## config.mk

```make
export PLATFORM = sky130hd
export DESIGN_NAME = reg_desp_param
export DESIGN_NICKNAME = d
export VERILOG_FILES = /design/src/rtl/reg_desp_param_pkg.sv /design/src/rtl/reg_desp_step.sv /design/src/rtl/reg_desp_param.sv
export SDC_FILE = /design/constraint.sdc
export NUM_CORES = 1
export LEC_CHECK = 0
export CAP_MARGIN = 0
export CORE_MARGIN = 3
export CORE_UTILIZATION = 43
export CTS_CLUSTER_DIAMETER = 100
export CTS_CLUSTER_SIZE = 16
export DETAILED_ROUTE_END_ITERATION = 10
export GPL_ROUTABILITY_DRIVEN = 1
export MAX_ROUTING_LAYER = met4
export PLACE_DENSITY_LB_ADDON = 0.25
export SETUP_SLACK_MARGIN = 0.15
export SYNTH_ARGS = -nofsm -noshare
export SYNTH_HDL_FRONTEND = slang
export SYNTH_SLANG_ARGS = --single-unit
```

## constraint.sdc

```tcl
create_clock -name CLK -period 2.5 [get_ports CLK]
set_clock_uncertainty 0.1 [all_clocks]
set_input_delay 0.25 -clock CLK [delete_from_list [all_inputs] [get_ports CLK]]
set_output_delay 0.25 -clock CLK [all_outputs]
set_load 0.02 [all_outputs]
```

## src/rtl/reg_desp_param_pkg.sv

```systemverilog
// Shared encodings for the parametrised universal shift register.
package reg_desp_param_pkg;

  localparam logic [1:0] MODO_HOLD  = 2'b00;
  localparam logic [1:0] MODO_SHIFT = 2'b01;
  localparam logic [1:0] MODO_ROT   = 2'b10;
  localparam logic [1:0] MODO_LOAD  = 2'b11;

  localparam logic DIR_LEFT  = 1'b0;
  localparam logic DIR_RIGHT = 1'b1;

  typedef enum logic [1:0] {
    StIdle = 2'd0,
    StRun  = 2'd1,
    StFin  = 2'd2
  } state_e;

  // Only shift and rotate may start a multi-step operation.
  function automatic logic is_multi(logic [1:0] modo);
    return (modo == MODO_SHIFT) || (modo == MODO_ROT);
  endfunction

endpackage

```

## src/rtl/reg_desp_step.sv

```systemverilog
// Combinational single step: next register value and outgoing bit for one
// hold/shift/rotate/load operation. Shared by the single-step and RUN paths.
module reg_desp_step
  import reg_desp_param_pkg::*;
#(
  parameter int unsigned WIDTH = 32
) (
  input  logic [WIDTH-1:0] q_i,
  input  logic [WIDTH-1:0] d_i,
  input  logic [1:0]       mode_i,
  input  logic             dir_i,
  input  logic             fill_i,
  input  logic             sout_i,
  output logic [WIDTH-1:0] q_o,
  output logic             sout_o
);

  logic out_bit;
  logic fill;

  // Decode the step; rotate feeds the outgoing bit back in as the fill.
  always_comb begin
    q_o     = q_i;
    sout_o  = sout_i;
    out_bit = (dir_i == DIR_LEFT) ? q_i[WIDTH-1] : q_i[0];
    fill    = (mode_i == MODO_ROT) ? out_bit : fill_i;
    case (mode_i)
      MODO_SHIFT, MODO_ROT: begin
        sout_o = out_bit;
        if (dir_i == DIR_LEFT) begin
          q_o = {q_i[WIDTH-2:0], fill};
        end else begin
          q_o = {fill, q_i[WIDTH-1:1]};
        end
      end
      MODO_LOAD: q_o = d_i;
      default: ;
    endcase
  end

endmodule

```

## src/rtl/reg_desp_param.sv

```systemverilog
// Parametrised universal shift register with a START/BUSY/DONE multi-step
// shift/rotate engine. Optional arithmetic right shift: REG_DESP_ARITH_EN.
module reg_desp_param
  import reg_desp_param_pkg::*;
#(
  parameter int unsigned WIDTH = 32,
  parameter int unsigned CNT_W = $clog2(WIDTH) + 1
) (
  input  logic             CLK,
  input  logic             RST,
  input  logic             ENB,
  input  logic             DIR,
  input  logic [1:0]       MODO,
  input  logic             S_IN,
  input  logic [WIDTH-1:0] D,
  input  logic             START,
  input  logic [CNT_W-1:0] AMT,
`ifdef REG_DESP_ARITH_EN
  input  logic             ARITH,
`endif
  output logic [WIDTH-1:0] Q,
  output logic             S_OUT,
  output logic             BUSY,
  output logic             DONE
);

  state_e           state_q, state_d;
  logic [WIDTH-1:0] q_q, q_d;
  logic             sout_q, sout_d;
  logic             busy_q, busy_d;
  logic             done_q, done_d;
  logic [CNT_W-1:0] rem_q, rem_d;
  logic [1:0]       mode_q, mode_d;
  logic             dir_q, dir_d;
  logic             arith_q, arith_d;

  logic             arith_in;
  logic [1:0]       step_mode;
  logic             step_dir;
  logic             step_arith;
  logic             step_fill;
  logic [WIDTH-1:0] step_q;
  logic             step_sout;

`ifdef REG_DESP_ARITH_EN
  assign arith_in = ARITH;
`else
  assign arith_in = 1'b0;
`endif

  // Step operands: latched during RUN, live otherwise; arithmetic shift
  // replicates the sign bit.
  always_comb begin
    step_mode  = (state_q == StRun) ? mode_q  : MODO;
    step_dir   = (state_q == StRun) ? dir_q   : DIR;
    step_arith = (state_q == StRun) ? arith_q : arith_in;
    step_fill  = (step_arith && (step_mode == MODO_SHIFT) && (step_dir == DIR_RIGHT)) ?
                 q_q[WIDTH-1] : S_IN;
  end

  reg_desp_step #(
    .WIDTH (WIDTH)
  ) u_step (
    .q_i    (q_q),
    .d_i    (D),
    .mode_i (step_mode),
    .dir_i  (step_dir),
    .fill_i (step_fill),
    .sout_i (sout_q),
    .q_o    (step_q),
    .sout_o (step_sout)
  );

  // Next-state logic for the FSM and datapath.
  always_comb begin
    state_d = state_q;
    q_d     = q_q;
    sout_d  = sout_q;
    rem_d   = rem_q;
    mode_d  = mode_q;
    dir_d   = dir_q;
    arith_d = arith_q;
    busy_d  = 1'b0;
    done_d  = 1'b0;
    case (state_q)
      StIdle: begin
        if (START && is_multi(MODO)) begin
          mode_d  = MODO;
          dir_d   = DIR;
          arith_d = arith_in;
          rem_d   = AMT;
          if (AMT == '0) begin
            state_d = StFin;
            done_d  = 1'b1;
          end else begin
            state_d = StRun;
            busy_d  = 1'b1;
          end
        end else begin
          q_d    = step_q;
          sout_d = step_sout;
        end
      end
      StRun: begin
        q_d    = step_q;
        sout_d = step_sout;
        rem_d  = rem_q - CNT_W'(1);
        if (rem_q == CNT_W'(1)) begin
          state_d = StFin;
          done_d  = 1'b1;
        end else begin
          busy_d  = 1'b1;
        end
      end
      StFin:   state_d = StIdle;
      default: state_d = StIdle;
    endcase
  end

  // State register; RST wins over ENB, ENB=0 freezes everything.
  always_ff @(posedge CLK) begin
    if (RST) begin
      state_q <= StIdle;
      q_q     <= '0;
      sout_q  <= 1'b0;
      busy_q  <= 1'b0;
      done_q  <= 1'b0;
      rem_q   <= '0;
      mode_q  <= MODO_HOLD;
      dir_q   <= DIR_LEFT;
      arith_q <= 1'b0;
    end else if (ENB) begin
      state_q <= state_d;
      q_q     <= q_d;
      sout_q  <= sout_d;
      busy_q  <= busy_d;
      done_q  <= done_d;
      rem_q   <= rem_d;
      mode_q  <= mode_d;
      dir_q   <= dir_d;
      arith_q <= arith_d;
    end
  end

  assign Q     = q_q;
  assign S_OUT = sout_q;
  assign BUSY  = busy_q;
  assign DONE  = done_q;

endmodule
```

After elaboration in Yosys (flattened, before gate mapping)
Index checks and enable logic that the tools add are counted.

storage, ports and cells
  register bits = 46
  input port bits = 46
  output and inout port bits = 35

operators by class
  $add $sub $neg = 1
  equality and inequality tests = 10
  mux-type cells = 25
  reductions and logical operators = 10

operators by type and width
  cell                                                                     number
  32-bit case mux with 2 select lines                                      2
  32-bit two-way mux                                                       2
  6-bit case mux with 2 select lines                                       1
  3-bit AND reduction                                                      4
  1-bit two-way mux                                                        11
  2-bit two-way mux                                                        4
  2-bit by 1-bit == test with 1-bit output, second input constant          3
  2-bit == test, second input constant                                     3
  6-bit by 1-bit == test with 1-bit output, second input constant          1
  6-bit zero test                                                          1
  6-bit two-way mux                                                        1
  1-bit case mux with 2 select lines                                       3
  6-bit by 1-bit subtractor with 6-bit output, second input constant       1
  2-bit inequality test, second input constant                             2
  2-bit case mux with 2 select lines                                       1
  2-bit zero test                                                          1
  2-bit by 1-bit inequality test with 1-bit output, second input constant  1
  2-bit nonzero test                                                       1
  2-bit OR reduction                                                       1
  1-bit logical AND                                                        1
  1-bit logical OR                                                         1

Depth between registers and ports, before layout
Gate-level depths: netlist of the first run.

  word-level depth = 8
  gate-level depth with buffers = 11

Modules after synthesis
From an unflattened synthesis of the first run, not the netlist that was laid out.

second synthesis, totals
  cells, all modules = 371
  area total of the unflattened synthesis = 3,427.0 µm²

by module, submodules not included
  module          times used  cells each  area each (µm²)  seq. area each (µm²)
  reg_desp_param  1           209         2,029.4          920.9
  reg_desp_step   1           162         1,397.6          0.0

Worst setup path before layout of the first run
No wires, ideal clock.

  path kind = register to register
  start point = register state_q[0]
  end point = register q_q[15] (netlist: Q[15])
  arrival time = 2.358 ns
  path slack = -0.018 ns
  stages on the path, launching flop included = 12
  clock period less this slack = 2.518 ns
  cell sequence = dfxtp_1 and2b_2 clkbuf_1 nand2_1 nand2_1 inv_1 ha_1 or4b_1 a21oi_2 clkbuf_1 and3_2 a221o_1

on the way
  cells in the longest elaborated chain, start to end = 7
  elaborated cells on any way between the ends = 15

ends and longest elaborated chain
  what                                                                              line                                                              text
  from (decl)                                                                       reg_desp_param.sv:27                                              state_e state_q, state_d;
  from (signal assigned)                                                            reg_desp_param.sv:123                                             state_q <= StIdle;
  from (signal assigned)                                                            reg_desp_param.sv:133                                             state_q <= state_d;
  2-bit by 1-bit == test with 1-bit output                                          reg_desp_param.sv:54, reg_desp_param.sv:55, reg_desp_param.sv:85
  2-bit two-way mux                                                                 reg_desp_param.sv:54                                              step_mode = (state_q == StRun) ? mode_q : MODO;
  2-bit by 1-bit == test with 1-bit output / 2-bit == test (equally long branches)  reg_desp_step.sv:27                                               case (mode_i)
  2-bit OR reduction                                                                reg_desp_step.sv:27
  32-bit case mux with 2 select lines                                               reg_desp_step.sv:27
  32-bit two-way mux                                                                reg_desp_param.sv:87                                              if (START && is_multi(MODO)) begin
  32-bit case mux with 2 select lines                                               reg_desp_param.sv:85                                              case (state_q)
  to (signal assigned)                                                              reg_desp_param.sv:134                                             q_q <= q_d;
  to (decl)                                                                         reg_desp_param.sv:28                                              logic [WIDTH-1:0] q_q, q_d;

Parallel ways exist; a longest one is shown, timed or not. The select of a mux whose other input is x is not followed.
A chain may end at the register's enable or synchronous reset.

Worst setup path in the final report of the first run
  start point = register state_q[1]
  end point = register q_q[6] (netlist: Q[6])

The elaborated chain is that of the path after synthesis.

==> flow_summary.yaml, run 1 <==
status:
  status: "completed"
min_path:
  hp-start: "DONE"
  holdPathEnd: "DONE"
  hold_class: "register to register"
  hold_path_depth: 2
cts:
  cts_sinks: 46
  clkTransAtPathRegs_ns: 0.09
  holdBufCountCts: 0
  h-tree-depth: 2
  cts_resized: 1
  cts_buffers: 5
  cts_tree: "built"
  insertion_delay_ns: 0.30
  post_cts_buffers: 0
  cts_root_buf: "clkbuf_8"
  clk_path_buf_depth: 2
critical_path:
  crit_type: "register to register"
  path_max_fanout: 33
  r2r-start: "state_q[1]"
  critPathArrivalTime_ns: 2.42
  r2r-end: "Q[6]"
  rrSetupSlack_ns: 0.22
  startpoint_type: "register"
  required_ns: 2.64
  end_kind: "register"
  ff2ff_path_depth: 8
timing:
  period_share_pct: 91.17
  slew_headroom_pct: 60.43
  rsz0062_at_grt: "yes"
  hold_viol: 0
  tns_ns: 0
  timing.hold.ws_ns: 0.3666
  period_needed_ns: 2.279
  setup_viol_count_final: 0
  finalWorstSetupSlack_ns: 0.2207
  slew_violations: 0
  max_freq_mhz: 438.7
  worstMarginPinSlew_ns: 0.5890
logic_synthesis:
  synth_area_um2: 2661
  synthCells: 257
  ys_warn_count: 0
  synth_flop_cell: "dfxtp_1"
  syn_area_per_cell_um2: 10.36
  synth_nets: 308
  ys_types: 43
  ys_ff_latch: 46
  yosysSeqAreaShare_pct: 34.60
  synth_edf_count: 0
  async_reset_ff_share_pct: 0
grt:
  grt_use_total_pct: 18.79
  grt_max_degree: 34
  grt_overflow: 0
  grt_antenna_before_repair: 0
  grt_pass1_wl_um: 10880
  first_global_vias: 2211
route:
  drc: 0
  drt_iter0_markers: 101
  drt_wl_total_um: 6715
  drt-pass1-iter-count: 5
  wl_per_cell_um: 16.10
  via_per_inst: 5.715
  ant_nets: 0
  num_vias: 2383
floorplan:
  die_x_um: 84.67
  core-area_um2: 5956
  start_util_pct: 44.68
  rows: 28
  num_io_pins: 81
  die_h_um: 84.67
  die-area_um2: 7169
run:
  maxCapViolCount: 0
finish:
  seq_area_um2: 923.4
  synthToLayoutAreaGrowth_pct: 38.41
  fillers: 529
  fin_cells: 417
  multi_input_area_um2: 1589
  nets: 392
  diodes: 0
  final_layout_size_suffix_gt1_share_pct: 23.10
placed_design:
  place_inst: 409
  place_congestion: 0.8465
  place_ws_ns: 0.06919
  io_buffer_count: 80
  place_hpwl_um: 4766
pwr:
  power_density_nw_per_um2: 452.2
  ir_drop_uv: 439.9
  total_leakage_power_uw: 0.001564
-- critical path, cell delays in order, from the launching register on --
cell and delay, ns:
dfxtp_2 0.35, nand2b_2 0.22, mux2i_1 0.16, ha_1 0.22
or4b_1 0.52, a21oi_2 0.17, buf_12 0.19, and3_2 0.18
a221o_1 0.10
-- logic make-up (layout without fill, tap and decap cells) --
| logic type | Yosys count | count (layout) | synth area share (%) |
|---|---|---|---|
| flops | 46 | 46 | 34.60 |
| xor+xnor | 1 | 1 | 0.3292 |
| simple gates | 70 | 70 | 15.52 |
| fa+ha+maj | 5 | 5 | 2.351 |
| buf+inv | 29 | 114 | 6.018 |
| mux | 40 | 40 | 20.83 |
| compound gates | 66 | 66 | 20.36 |
-- routing by layer --
layer	routed length [µm]	global-route usage [%]
met1	3048	25.62
met4	87	4.460
met3	343	3.337
met2	3235	29.04
met5	0	-
-- area by class of cell --
cell class	count	area share (%)
clock inverters	3	0.5774
well taps	75	2.548
repair buffers	97	25.88
inverters	9	0.9171
flip-flops and latches	46	25.07
multi-input cells	182	43.14
clock buffers	5	1.868
-- synthesized netlist by cell type, types with 2 or more instances --
cell type	n	share of area (%)
a211oi_1	2	0.56
a21oi_1	11	2.1
a221o_1	30	11
a221oi_1	2	0.66
a31oi_1	2	0.47
a32o_1	2	0.75
and2b_2	2	0.66
and3_1	22	5.2
and3_2	10	2.8
buf_2	3	0.56
buf_4	4	1.1
buf_6	4	1.7
clkbuf_1	7	0.99
clkbuf_2	2	0.38
dfxtp_1	46	35
ha_1	5	2.4
inv_1	9	1.3
mux2_2	5	2.1
mux2_4	27	15
mux2i_1	7	2.6
nand2_1	11	1.6
nand2b_1	2	0.47
nand3_1	6	1.1
nor2_1	8	1.1
nor3_1	2	0.38
o211ai_1	3	0.85
o21ai_0	7	1.3
-- flip-flops by register name, indices dropped and copies added (netlist names) --
signal / flops
BUSY: 1
DONE: 1
Q: 32
S_OUT: 1
dir_q: 1
mode_q: 2
rem_q: 6
state_q: 2
-- per-stage QoR --
step | total power [µW] | util [%] | cell area, µm²
after global routing | 1739 | 61.85 | 3684
after CTS | 1681 | 61.81 | 3681
after floorplan | 1036 | - | 2666
final | 1666 | 61.85 | 3684
after detailed placement | 1214 | 60.25 | 3588
after global placement | 1211 | 60.25 | 3588
-- power by group --
group	internal, µW	switching [µW]	total [µW]
sequential	763	30.0	793
clock	197	270	467
combinational	218	188	406
-- worst max path at each step --
stage,depth (start not counted),from,end
6_report,8,state_q[1],Q[6]
5_1_grt,8,state_q[1],Q[22]
4_1_cts,10,state_q[0],Q[6]
3_5_place_dp,10,MODO[1],Q[4]
3_3_place_gp,8,MODO[0],Q[15]
2_1_floorplan,11,state_q[0],Q[15]
-- layout by cell type, fill, tap and decap left out, types with 3 or more instances in the layout --
| cell | Yosys | layout |
|---|---|---|
| inv_1 | 9 | 9 |
| a21oi_1 | 11 | 11 |
| buf_4 | 4 | 15 |
| ha_1 | 5 | 5 |
| dfxtp_1 | 46 | 44 |
| o211ai_1 | 3 | 3 |
| o21ai_0 | 7 | 7 |
| clkbuf_8 | 0 | 5 |
| a221o_1 | 30 | 30 |
| and3_2 | 10 | 10 |
| mux2_2 | 5 | 5 |
| nor2_1 | 8 | 8 |
| nand3_1 | 6 | 6 |
| nand2_1 | 11 | 11 |
| mux2_4 | 27 | 27 |
| clkdlybuf4s50_1 | 0 | 80 |
| and3_1 | 22 | 22 |
| mux2i_1 | 7 | 7 |
Power figures use the tool's default switching activity.
==> inputs of run 2 (changes only) <==
--- a/config.mk
+++ b/config.mk
@@ -13,7 +13,7 @@
 export DETAILED_ROUTE_END_ITERATION = 10
 export GPL_ROUTABILITY_DRIVEN = 1
 export MAX_ROUTING_LAYER = met4
-export PLACE_DENSITY_LB_ADDON = 0.25
+export PLACE_DENSITY_LB_ADDON = 0.1
 export SETUP_SLACK_MARGIN = 0.15
 export SYNTH_ARGS = -nofsm -noshare
 export SYNTH_HDL_FRONTEND = slang
==> flow_summary.yaml, run 2 (synthesized netlist as in run 1, its figures left out) <==
min_path:
  hp-start: "DONE"
  hold_path_depth: 2
  holdPathEnd: "DONE"
  hold_class: "register to register"
finish:
  multi_input_area_um2: 1655
  diodes: 0
  fillers: 498
  final_cell_area_um2: 3856
  final_cell_mix: "clkdlybuf4s50_1, dfxtp_1, a221o_1, mux2_4, and3_1"
  largest_reg_flops: 32
  final_layout_size_suffix_gt1_share_pct: 26.21
  synthToLayoutAreaGrowth_pct: 44.90
  seq_area_um2: 923.4
  nets: 401
  final_common_cell: "clkdlybuf4s50_1"
route:
  num_vias: 2406
  ant_nets: 0
  drt-pass1-iter-count: 4
  via_per_inst: 5.648
  drc: 0
  drt_iter0_markers: 107
  drt_wl_total_um: 7337
  wl_per_cell_um: 17.22
cts:
  cts_tree: "built"
  cts_sinks: 46
  clkTransAtPathRegs_ns: 0.08
  cts_root_buf: "clkbuf_8"
  clk_path_buf_depth: 2
  h-tree-depth: 2
  insertion_delay_ns: 0.30
  cts_buffers: 5
timing:
  max_freq_mhz: 440.0
  slew_headroom_pct: 56.28
  setup_viol_count_final: 0
  finalWorstSetupSlack_ns: 0.2274
  hold_viol: 0
  period_share_pct: 90.90
  rsz0062_at_grt: "yes"
  period_needed_ns: 2.273
  worstMarginPinSlew_ns: 0.6537
  slew_violations: 0
critical_path:
  critPathArrivalTime_ns: 2.42
  cp_cell_sequence: "and2b_2 -> nand2_1 -> nand2_1 -> inv_2 -> ha_4 -> or4b_4 -> a21oi_4 -> clkbuf_16 -> and3_2 -> a221o_1"
  required_ns: 2.64
  end_kind: "register"
  slowest_stage: "or4b_4"
  path_max_fanout: 8
  ff2ff_path_depth: 10
  cpPeakStageDelay_ns: 0.52
  r2r-start: "state_q[1]"
  startpoint_type: "register"
  critPathMostFrequentCell: "nand2_1"
  rrSetupSlack_ns: 0.23
  r2r-end: "Q[4]"
  crit_type: "register to register"
grt:
  grt_max_degree: 34
  grt_overflow: 0
  first_global_vias: 2272
  grt_pass1_wl_um: 11510
  grt_use_total_pct: 20.18
  grt_antenna_before_repair: 0
floorplan:
  core-area_um2: 5956
  rows: 28
  num_io_pins: 81
  start_util_pct: 44.68
  die_x_um: 84.67
  die_h_um: 84.67
  die-area_um2: 7169
placed_design:
  place_ws_ns: -0.2415
  io_buffer_count: 80
  placed_cell_area_um2: 3611
  place_congestion: 0.8885
  place_hpwl_um: 4761
run:
  maxCapViolCount: 0
pwr:
  ir_drop_uv: 538.1
  total_power_uw: 1794
  power_density_nw_per_um2: 465.3
  total_leakage_power_uw: 0.001626
status:
  status: "completed"
## run 2: cell types whose count changed in the layout (fill, tap and decap cells not counted), sizes merged
cell	before	now
nor3	3	4
clkinv	2	0
clkbuf	5	7
bufinv	0	1
buf	17	23
and2	1	2
## run 2: timing repair
action	in CTS	in global routing
setup buffers	1	1
pin swaps	1	0
hold buffers	0	0
gates cloned	1	3
hold endpoints to repair	0	0
setup endpoints to repair	30	32
gates resized for setup	3	10
## run 2: critical path, delay by kind of cell (launching register included)
family          cells  cell delay [ns]
compound gates      2             0.33
flops               1             0.34
fa+ha+maj           1             0.15
buf+inv             2             0.26
simple gates        5             1.04
## run 2: final cells by class
class	count	area share, %
well taps	75	2.433
inverters	9	0.8761
repair buffers	104	26.96
multi-input cells	184	42.93
clock inverters	2	0.9734
clock buffers	6	1.882
flip-flops and latches	46	23.95
## run 2: where the power goes
| part | switching [µW] | internal [µW] | total (µW) |
|---|---|---|---|
| Combinational | 208 | 237 | 445 |
| Sequential | 29.7 | 763 | 793 |
| Clock | 258 | 299 | 556 |
## run 2: worst max-delay path by stage
| stage | slack, ns | end | cells past startpoint | startpoint |
|---|---|---|---|---|
| 3_5_place_dp | -0.24 | Q[30] | 8 | MODO[1] |
| 2_1_floorplan | 0.15 | Q[15] | 11 | state_q[0] |
| 6_report | 0.23 | Q[4] | 10 | state_q[1] |
| 5_1_grt | 0.12 | Q[5] | 10 | state_q[1] |
| 4_1_cts | 0.17 | Q[20] | 7 | state_q[1] |
| 3_3_place_gp | -0.26 | Q[28] | 7 | MODO[0] |
## run 2: layer usage
layer	GRT usage, %	vias up	part of all wire, %
met2	30.82	77	48
li1	-	1180	-
met5	-	-	0
met1	27.39	1144	45
met4	6.043	0	0.74
met3	3.435	5	5.5
## run 2: metrics by stage
step           utilization (%)  setup TNS [ns]  instances  hold slack [ns]
6_report                 64.75               0        426           0.3615
5_1_grt                  64.75               0        426           0.3940
4_1_cts                  63.28               0        422           0.3627
3_5_place_dp             60.63          -6.806        412           0.3514
3_3_place_gp             60.63          -7.700        412           0.3550
2_1_floorplan                -               0        257           0.2287
